$ cat config.mk
export PLATFORM = sky130hd
export DESIGN_NAME = mem_arbiter
export DESIGN_NICKNAME = d
export VERILOG_FILES = /design/src/rtl/mem_arbiter.sv
export SDC_FILE = /design/constraint.sdc
export NUM_CORES = 1
export LEC_CHECK = 0
export BUFFER_PORTS_ARGS = -buffer_cell sky130_fd_sc_hd__buf_2
export CORE_MARGIN = 2
export CORE_UTILIZATION = 35
export CTS_CLUSTER_DIAMETER = 30
export DETAILED_ROUTE_END_ITERATION = 8
export GPL_TIMING_DRIVEN = 1
export MAX_ROUTING_LAYER = met4
export SKIP_CTS_REPAIR_TIMING = 1
export SYNTH_ARGS = -nofsm -noshare
export SYNTH_HDL_FRONTEND = slang
export SYNTH_SLANG_ARGS = --single-unit
$ cat constraint.sdc
create_clock -name CLK -period 2.8 [get_ports CLK]
set_clock_uncertainty 0.05 [all_clocks]
set_input_delay 0.14 -clock CLK [delete_from_list [all_inputs] [get_ports CLK]]
set_output_delay 0.14 -clock CLK [all_outputs]
set_load 0.005 [all_outputs]
$ cat src/rtl/mem_arbiter.sv
// Arbitrates one asynchronous SRAM between the IF and MEM pipeline stages.
// Each access runs IDLE -> ACCESS (WAIT_CYCLES strobe cycles) -> DONE (ack).
module mem_arbiter #(
  parameter int unsigned WAIT_CYCLES = 2
) (
  input  logic        CLK,
  input  logic        RST,
  input  logic        if_req_i,
  input  logic [15:0] if_addr_i,
  output logic [15:0] if_data_o,
  output logic        if_ack_o,
  output logic        stall_if_o,
  input  logic        mem_read_i,
  input  logic        mem_write_i,
  input  logic [15:0] mem_addr_i,
  input  logic [15:0] mem_wdata_i,
  output logic [15:0] mem_rdata_o,
  output logic        mem_ack_o,
  output logic        stall_mem_o,
  output logic [15:0] sram_addr_o,
  output logic [15:0] sram_wdata_o,
  input  logic [15:0] sram_rdata_i,
  output logic        sram_data_oe_o,
  output logic        sram_ce_n_o,
  output logic        sram_oe_n_o,
  output logic        sram_we_n_o,
  output logic        busy_o
);

  typedef enum logic [1:0] {
    IDLE   = 2'd0,
    ACCESS = 2'd1,
    DONE   = 2'd2
  } state_e;

  state_e      state_q, state_d;
  logic [3:0]  cnt_q, cnt_d;
  logic        owner_mem_q, owner_mem_d;
  logic        write_q, write_d;
  logic        last_mem_q, last_mem_d;
  logic [15:0] addr_q, addr_d;
  logic [15:0] wdata_q, wdata_d;
  logic [15:0] if_data_q, if_data_d;
  logic [15:0] mem_rdata_q, mem_rdata_d;
  logic        if_ack_q, if_ack_d;
  logic        mem_ack_q, mem_ack_d;
  logic        ce_n_q, ce_n_d;
  logic        oe_n_q, oe_n_d;
  logic        we_n_q, we_n_d;
  logic        data_oe_q, data_oe_d;
  logic        busy_q, busy_d;
  logic        mem_req_s;
  logic        grant_mem_s;

  assign mem_req_s   = mem_read_i | mem_write_i;
  // MEM normally wins, but yields to a waiting IF right after a MEM grant.
  assign grant_mem_s = mem_req_s & ~(last_mem_q & if_req_i);

  // Next-state, request latching and next values of the registered outputs.
  always_comb begin
    state_d     = state_q;
    cnt_d       = cnt_q;
    owner_mem_d = owner_mem_q;
    write_d     = write_q;
    last_mem_d  = last_mem_q;
    addr_d      = addr_q;
    wdata_d     = wdata_q;
    if_data_d   = if_data_q;
    mem_rdata_d = mem_rdata_q;

    case (state_q)
      IDLE: begin
        if (if_req_i | mem_req_s) begin
          state_d     = ACCESS;
          cnt_d       = 4'(WAIT_CYCLES - 1);
          owner_mem_d = grant_mem_s;
          last_mem_d  = grant_mem_s;
          write_d     = grant_mem_s & mem_write_i;
          addr_d      = grant_mem_s ? mem_addr_i : if_addr_i;
          if (grant_mem_s & mem_write_i) begin
            wdata_d = mem_wdata_i;
          end else begin
            wdata_d = wdata_q;
          end
        end else begin
          state_d = IDLE;
        end
      end
      ACCESS: begin
        if (cnt_q == 4'd0) begin
          state_d = DONE;
          if (!write_q && owner_mem_q) begin
            mem_rdata_d = sram_rdata_i;
          end else if (!write_q) begin
            if_data_d = sram_rdata_i;
          end else begin
            mem_rdata_d = mem_rdata_q;
          end
        end else begin
          cnt_d = cnt_q - 4'd1;
        end
      end
      DONE: begin
        state_d = IDLE;
      end
      default: begin
        state_d = IDLE;
      end
    endcase

    // Data bus stays driven through DONE so the SRAM sees hold time after WE rises.
    ce_n_d    = (state_d != ACCESS);
    oe_n_d    = !((state_d == ACCESS) && !write_d);
    we_n_d    = !((state_d == ACCESS) && write_d);
    data_oe_d = (state_d != IDLE) && write_d;
    if_ack_d  = (state_d == DONE) && !owner_mem_d;
    mem_ack_d = (state_d == DONE) && owner_mem_d;
    busy_d    = (state_d != IDLE);
  end

  // State and output registers with synchronous reset.
  always_ff @(posedge CLK) begin
    if (RST) begin
      state_q     <= IDLE;
      cnt_q       <= 4'd0;
      owner_mem_q <= 1'b0;
      write_q     <= 1'b0;
      last_mem_q  <= 1'b0;
      addr_q      <= 16'd0;
      wdata_q     <= 16'd0;
      if_data_q   <= 16'd0;
      mem_rdata_q <= 16'd0;
      if_ack_q    <= 1'b0;
      mem_ack_q   <= 1'b0;
      ce_n_q      <= 1'b1;
      oe_n_q      <= 1'b1;
      we_n_q      <= 1'b1;
      data_oe_q   <= 1'b0;
      busy_q      <= 1'b0;
    end else begin
      state_q     <= state_d;
      cnt_q       <= cnt_d;
      owner_mem_q <= owner_mem_d;
      write_q     <= write_d;
      last_mem_q  <= last_mem_d;
      addr_q      <= addr_d;
      wdata_q     <= wdata_d;
      if_data_q   <= if_data_d;
      mem_rdata_q <= mem_rdata_d;
      if_ack_q    <= if_ack_d;
      mem_ack_q   <= mem_ack_d;
      ce_n_q      <= ce_n_d;
      oe_n_q      <= oe_n_d;
      we_n_q      <= we_n_d;
      data_oe_q   <= data_oe_d;
      busy_q      <= busy_d;
    end
  end

  assign if_data_o      = if_data_q;
  assign if_ack_o       = if_ack_q;
  assign mem_rdata_o    = mem_rdata_q;
  assign mem_ack_o      = mem_ack_q;
  assign sram_addr_o    = addr_q;
  assign sram_wdata_o   = wdata_q;
  assign sram_data_oe_o = data_oe_q;
  assign sram_ce_n_o    = ce_n_q;
  assign sram_oe_n_o    = oe_n_q;
  assign sram_we_n_o    = we_n_q;
  assign busy_o         = busy_q;
  assign stall_if_o     = if_req_i & ~if_ack_q;
  assign stall_mem_o    = mem_req_s & ~mem_ack_q;

endmodule

* Word level (Yosys, flattened, before mapping)
Cells that the tools add are included.
** Storage, ports and cells
- Register bits after elaboration :: 80
- Input port bits :: 69
- Output and inout port bits :: 73
- Word-level logic and storage cells :: 66
** Cells by class
- $add $sub $neg :: 1
- Equal/unequal tests :: 6
- Mux-type cells :: 11
- Bitwise gates (word level) :: 12
- Reduce and logical (&&, ||, !) cells :: 20
** Operator list (number)
- $mux 16 :: 1
- $reduce_and 3->1 :: 3
- $mux 4 :: 2
- $pmux 4 s2 :: 1
- $logic_and 1x1->1 :: 6
- $and 1x1->1 :: 5
- $logic_not 1->1 :: 5
- $mux 1 :: 5
- $not 1->1 :: 5
- $eq 2x1->1 const B :: 2
- $logic_not 4->1 :: 1
- $ne 2x2->1 const B :: 2
- $pmux 2 s2 :: 1
- $reduce_and 4->1 :: 1
- $reduce_bool 2->1 :: 2
- $sub 4x1->4 const B :: 1
- $eq 2x2->1 const B :: 1
- $logic_not 2->1 :: 1
- $mux 2 :: 1
- $ne 2x1->1 const B :: 1
- $or 1x1->1 :: 2
- $reduce_and 2->1 :: 1

* Longest topological paths before layout
- Word-level depth :: 9
- Gate-level depth with buffers :: 7
- Gate-level depth less buffers :: 5

* Worst setup path before layout
Ideal clock, no wire load.
- Path kind :: register to register
- From :: register cnt_q[0]
- To :: register cnt_q[3]
- Setup time :: 0.079 ns
- Arrival time :: 1.483 ns
- Data required time :: 2.671 ns
- Slack :: 1.188 ns
- Cell stages (with the launch flop) :: 6
- Buffers on the path :: 0
- Clock period less this slack :: 1.612 ns
- Cells stage by stage :: dfxtp_1 -> inv_1 -> ha_1 -> nor3b_2 -> or4_4 -> a211oi_2
** Between the ends
- Cells in the longest elaborated chain, start to end :: 3
- Elaborated cells on any way between the ends :: 6
- Those cells by class :: add/sub: 1; eq/ne: 1; mux: 2; reduce/logical: 2
** Ends and longest elaborated chain
- start: declaration :: RTL line 37 : logic [3:0] cnt_q, cnt_d;
- start signal: assignment :: RTL line 142 : cnt_q <= cnt_d;
- $sub 4x1->4 / $logic_not 4->1 (equally long branches) :: RTL line 100, 90
- $mux 4 / $ne 2x2->1 (equally long branches)
- $pmux 4 s2 / $reduce_and 3->1 (equally long branches)
Parallel ways exist; a longest one is shown, timed or not. The select of a mux whose other input is x is not followed.
A chain may end at the register's enable or synchronous reset.

* Worst setup path in the final report
- From :: register state_q[1]
- To :: register we_n_q (netlist: sram_we_n_o)
** Between the ends
- Cells in the longest elaborated chain, start to end :: 5
- Elaborated cells on any way between the ends :: 8
- Those cells by class :: eq/ne: 2; mux: 3; reduce/logical: 3
** Ends and longest elaborated chain
- start: declaration :: RTL line 36 : state_e state_q, state_d;
- start signal: assignment :: RTL line 141 : state_q <= state_d;
- $eq 2x1->1, or another cell as far along :: RTL line 71 : case (state_q)
- $pmux 2 s2 :: RTL line 71
- $eq 2x1->1 :: RTL line 114 : we_n_d = !((state_d == ACCESS) && write_d);
- $logic_and 1x1->1 (*) :: RTL line 114
- $logic_not 1->1 (*) :: RTL line 114
- end signal: assignment :: RTL line 154 : we_n_q <= we_n_d;
- end: declaration :: RTL line 49 : logic we_n_q, we_n_d;
Every way passes the cells marked *; elsewhere a longest branch is shown, timed or not.

==> results.md <==
- Ys Warns: 0
- Largest net degree at the start of global routing: 33
- Seq pwr share: 46.7%
- Mux cell area share after synthesis: 4.810%
- Post-Synth XOR/XNOR Area: 0%
- Peak Freq: 526.2 MHz
- Clock buffer depth: 2
- # setup viols final: 0
- Combinational Power Share: 23.0%
- Cell Rows: 35
- Post-Synth Simple-Gate Area: 13.90%
- Post-Route Setup TNS: 0 ns
- Syn-to-layout area delta: 32.77%
- Global Route Usage Sum: 17.71%
- Final HPWL DP: 6.210 mm
- GP Congestion: 0.8213
- Final hold violation count: 5
- Post-synthesis cell type count: 42
- Max-slew violation count: 0
- H-tree Lvls: 3
- Adder-cell share of the synthesized area: 0.7516%
- Hold_ws: -0.003840 ns
- Clock Power Share: 30.3%
- Effective utilization at floorplan: 36.03%
- Worst setup path class: reg2reg
- Clock sink count: 80
- Crit path time final: 1.901 ns
- Worst skew pair latency: 0.35 ns
- Mapped Cells: 367
- WL final: 9.183 mm
- Vias in the first global route: 2893
- Critical Path AT: 2.09 ns
- Ports: 142
- Clk root buf: clkbuf_8
- Worst-path fanout max: 19
- Clk slew on worst S/H paths: 0.08 ns
- Synth async-reset ratio: 0%
- Relative slew slack: 40.08%
- Die width: 101.5 microns
- Post-synthesis sequential area ratio: 48.10%
- Static Leak: 0.001937 uW
- Unrepaired setup endpoints after global routing: no
- Syn Area/Cell: 9.072 sq um
- Sw power: 870.4 uW
- VDD IR-drop max: 0.2984 mV
- Share of cells above drive strength 1: 34.38%
- Die height: 101.5 microns
- First-pass GRT wire length: 14.06 mm
- Via Count: 3287
- Die area: 10310 sq um
- Pwr dens: 639.5 nW/um^2
- Max Cap Violations: 0
- CTS tree: built
- Total power: 2827 uW
- Hold Path Class: in2reg
- Vias/cell: 5.128
- Initial antenna violation count: 0
- TritonCTS Buffers: 9
- Yosys reg bits: 80
- Core area: 9240 sq um
- Crit path required time: 2.99 ns
- DRT iter0 DRCs: 130
- Mapped Area: 3329 sq um
- Post-synth top flop: dfxtp_1
- Fin nets: 578
- Setup crit end kind: flip-flop
- EDFF count, synth: 0
- Net Sw Frac: 30.79%
- Final period utilization: 67.88%
- Largest family of logic cells by synthesized area: compound AO/OA/AOI/OAI gates
- ANT nets after route: 0
- Worst slew pin tran: 0.8950 ns
- DR DRC count: 0
- Outcome: finished, violations left
- Diodes inserted: 0
- Pre-antenna DRT Iters: 4
- Syn Nets: 438
- Worst setup SP type: flip-flop
- # port buffers: 141
- Internal power: 1956 uW
- Post-synthesis compound-gate area fraction: 25.93%
- Failing checks: hold timing
- GRT Residual Overflow: 0
- Average wire per standard cell: 14.33 microns
==> power by group through the flow <==
| stage | sequential, uW | combinational, uW | clock (uW) |
|---|---|---|---|
| final | 1320 | 651 | 856 |
| after global routing | 1330 | 732 | 917 |
| after CTS | 1320 | 641 | 880 |
| after detailed placement | 1340 | 639 | 0 |
| after global placement | 1340 | 628 | 0 |
| after floorplan | 1330 | 418 | 0 |
==> synth_stat cells (2+ instances only) <==
| cell type | instances | area [sq um] |
|---|---|---|
| nor3_1 | 3 | 15.01 |
| nand2_1 | 5 | 18.77 |
| nand3_1 | 48 | 240.2 |
| a211oi_1 | 18 | 135.1 |
| buf_4 | 3 | 22.52 |
| ha_1 | 2 | 25.02 |
| nor2_2 | 2 | 12.51 |
| mux2i_1 | 16 | 160.2 |
| buf_6 | 5 | 56.30 |
| nor2_1 | 2 | 7.510 |
| inv_1 | 4 | 15.01 |
| clkbuf_1 | 17 | 63.81 |
| or3_1 | 2 | 12.51 |
| dfxtp_1 | 80 | 1602 |
| buf_2 | 9 | 45.04 |
| o21ai_0 | 54 | 270.3 |
| a21oi_1 | 71 | 355.3 |
| nor2b_1 | 2 | 12.51 |
==> cell type report <==
class	count	area [sq um]
multi-input cells	248	1524
clock inverters	5	56.30
well taps	129	161.4
clock buffers	11	141.4
repair buffers	164	920.9
flip-flops and latches	80	1602
fillers	926	4820
inverters	4	15.01
==> final timing paths <==
| path | startpoint | endpoint | slack [ns] | cells after the start |
|---|---|---|---|---|
| setup / recovery | state_q[1] | sram_we_n_o | 0.90 | 3 |
| hold / removal | mem_wdata_i[14] | sram_wdata_o[14] | -0.004 | 3 |
| hold reg to reg | sram_wdata_o[1] | sram_wdata_o[1] | 0.43 | 2 |
| setup reg to reg | state_q[1] | sram_we_n_o | 0.90 | 3 |
==> registers in the layout (all words and copies together), names as in the netlist, 2 cells and up <==
register      count
sram_wdata_o     16
state_q           2
mem_rdata_o      16
sram_addr_o      16
cnt_q             4
if_data_o        16
==> through the flow <==
stage / cells / setup slack (ns) / util [%] / cell area (sq um) / hold WS [ns]
after global placement: 608 / 0.9531 / 43.86 / 4053 / 0.3454
after floorplan: 367 / 1.188 / - / 3329 / 0.2377
after global routing: 641 / 0.6857 / 47.84 / 4420 / 0.001303
after detailed placement: 608 / 0.9104 / 43.86 / 4053 / 0.3506
after CTS: 624 / 0.8924 / 46.00 / 4250 / -0.03425
final: 641 / 0.8994 / 47.84 / 4420 / -0.003840
==> layer usage <==
metal  part of all wire, %  wire (microns)  GRT usage (%)
met5                     0               0              -
met4                   1.4             133          6.861
met1                    47            4324          24.31
met3                   7.0             642          3.451
met2                    44            4083          25.61
==> kinds of logic after synthesis <==
kind of cell | Yosys count
buf+inv | 39
mux | 16
fa+ha+maj | 2
simple gates | 77
compound gates | 153
flops | 80
==> critical path, cell delays in order, from the launching register on <==
cell and delay [ns]:
dfxtp_1 0.45, nor2_2 0.70, nand2_1 0.24, a221o_1 0.36
==> cell usage in the layout, fill, tap and decap left out, types with 2 or more instances in the layout <==
| cell type | n |
|---|---|
| a211oi_1 | 18 |
| a21oi_1 | 71 |
| buf_2 | 141 |
| buf_4 | 6 |
| clkbuf_8 | 10 |
| clkinv_2 | 2 |
| dfxtp_1 | 80 |
| dlygate4sd3_1 | 17 |
| ha_1 | 2 |
| inv_1 | 4 |
| mux2i_1 | 16 |
| nand2_1 | 5 |
| nand3_1 | 48 |
| nor2_1 | 2 |
| nor2_2 | 2 |
| nor2b_1 | 2 |
| nor3_1 | 3 |
| o21ai_0 | 54 |
| or3_1 | 2 |
Note: power is estimated with default switching activity, not from simulation.
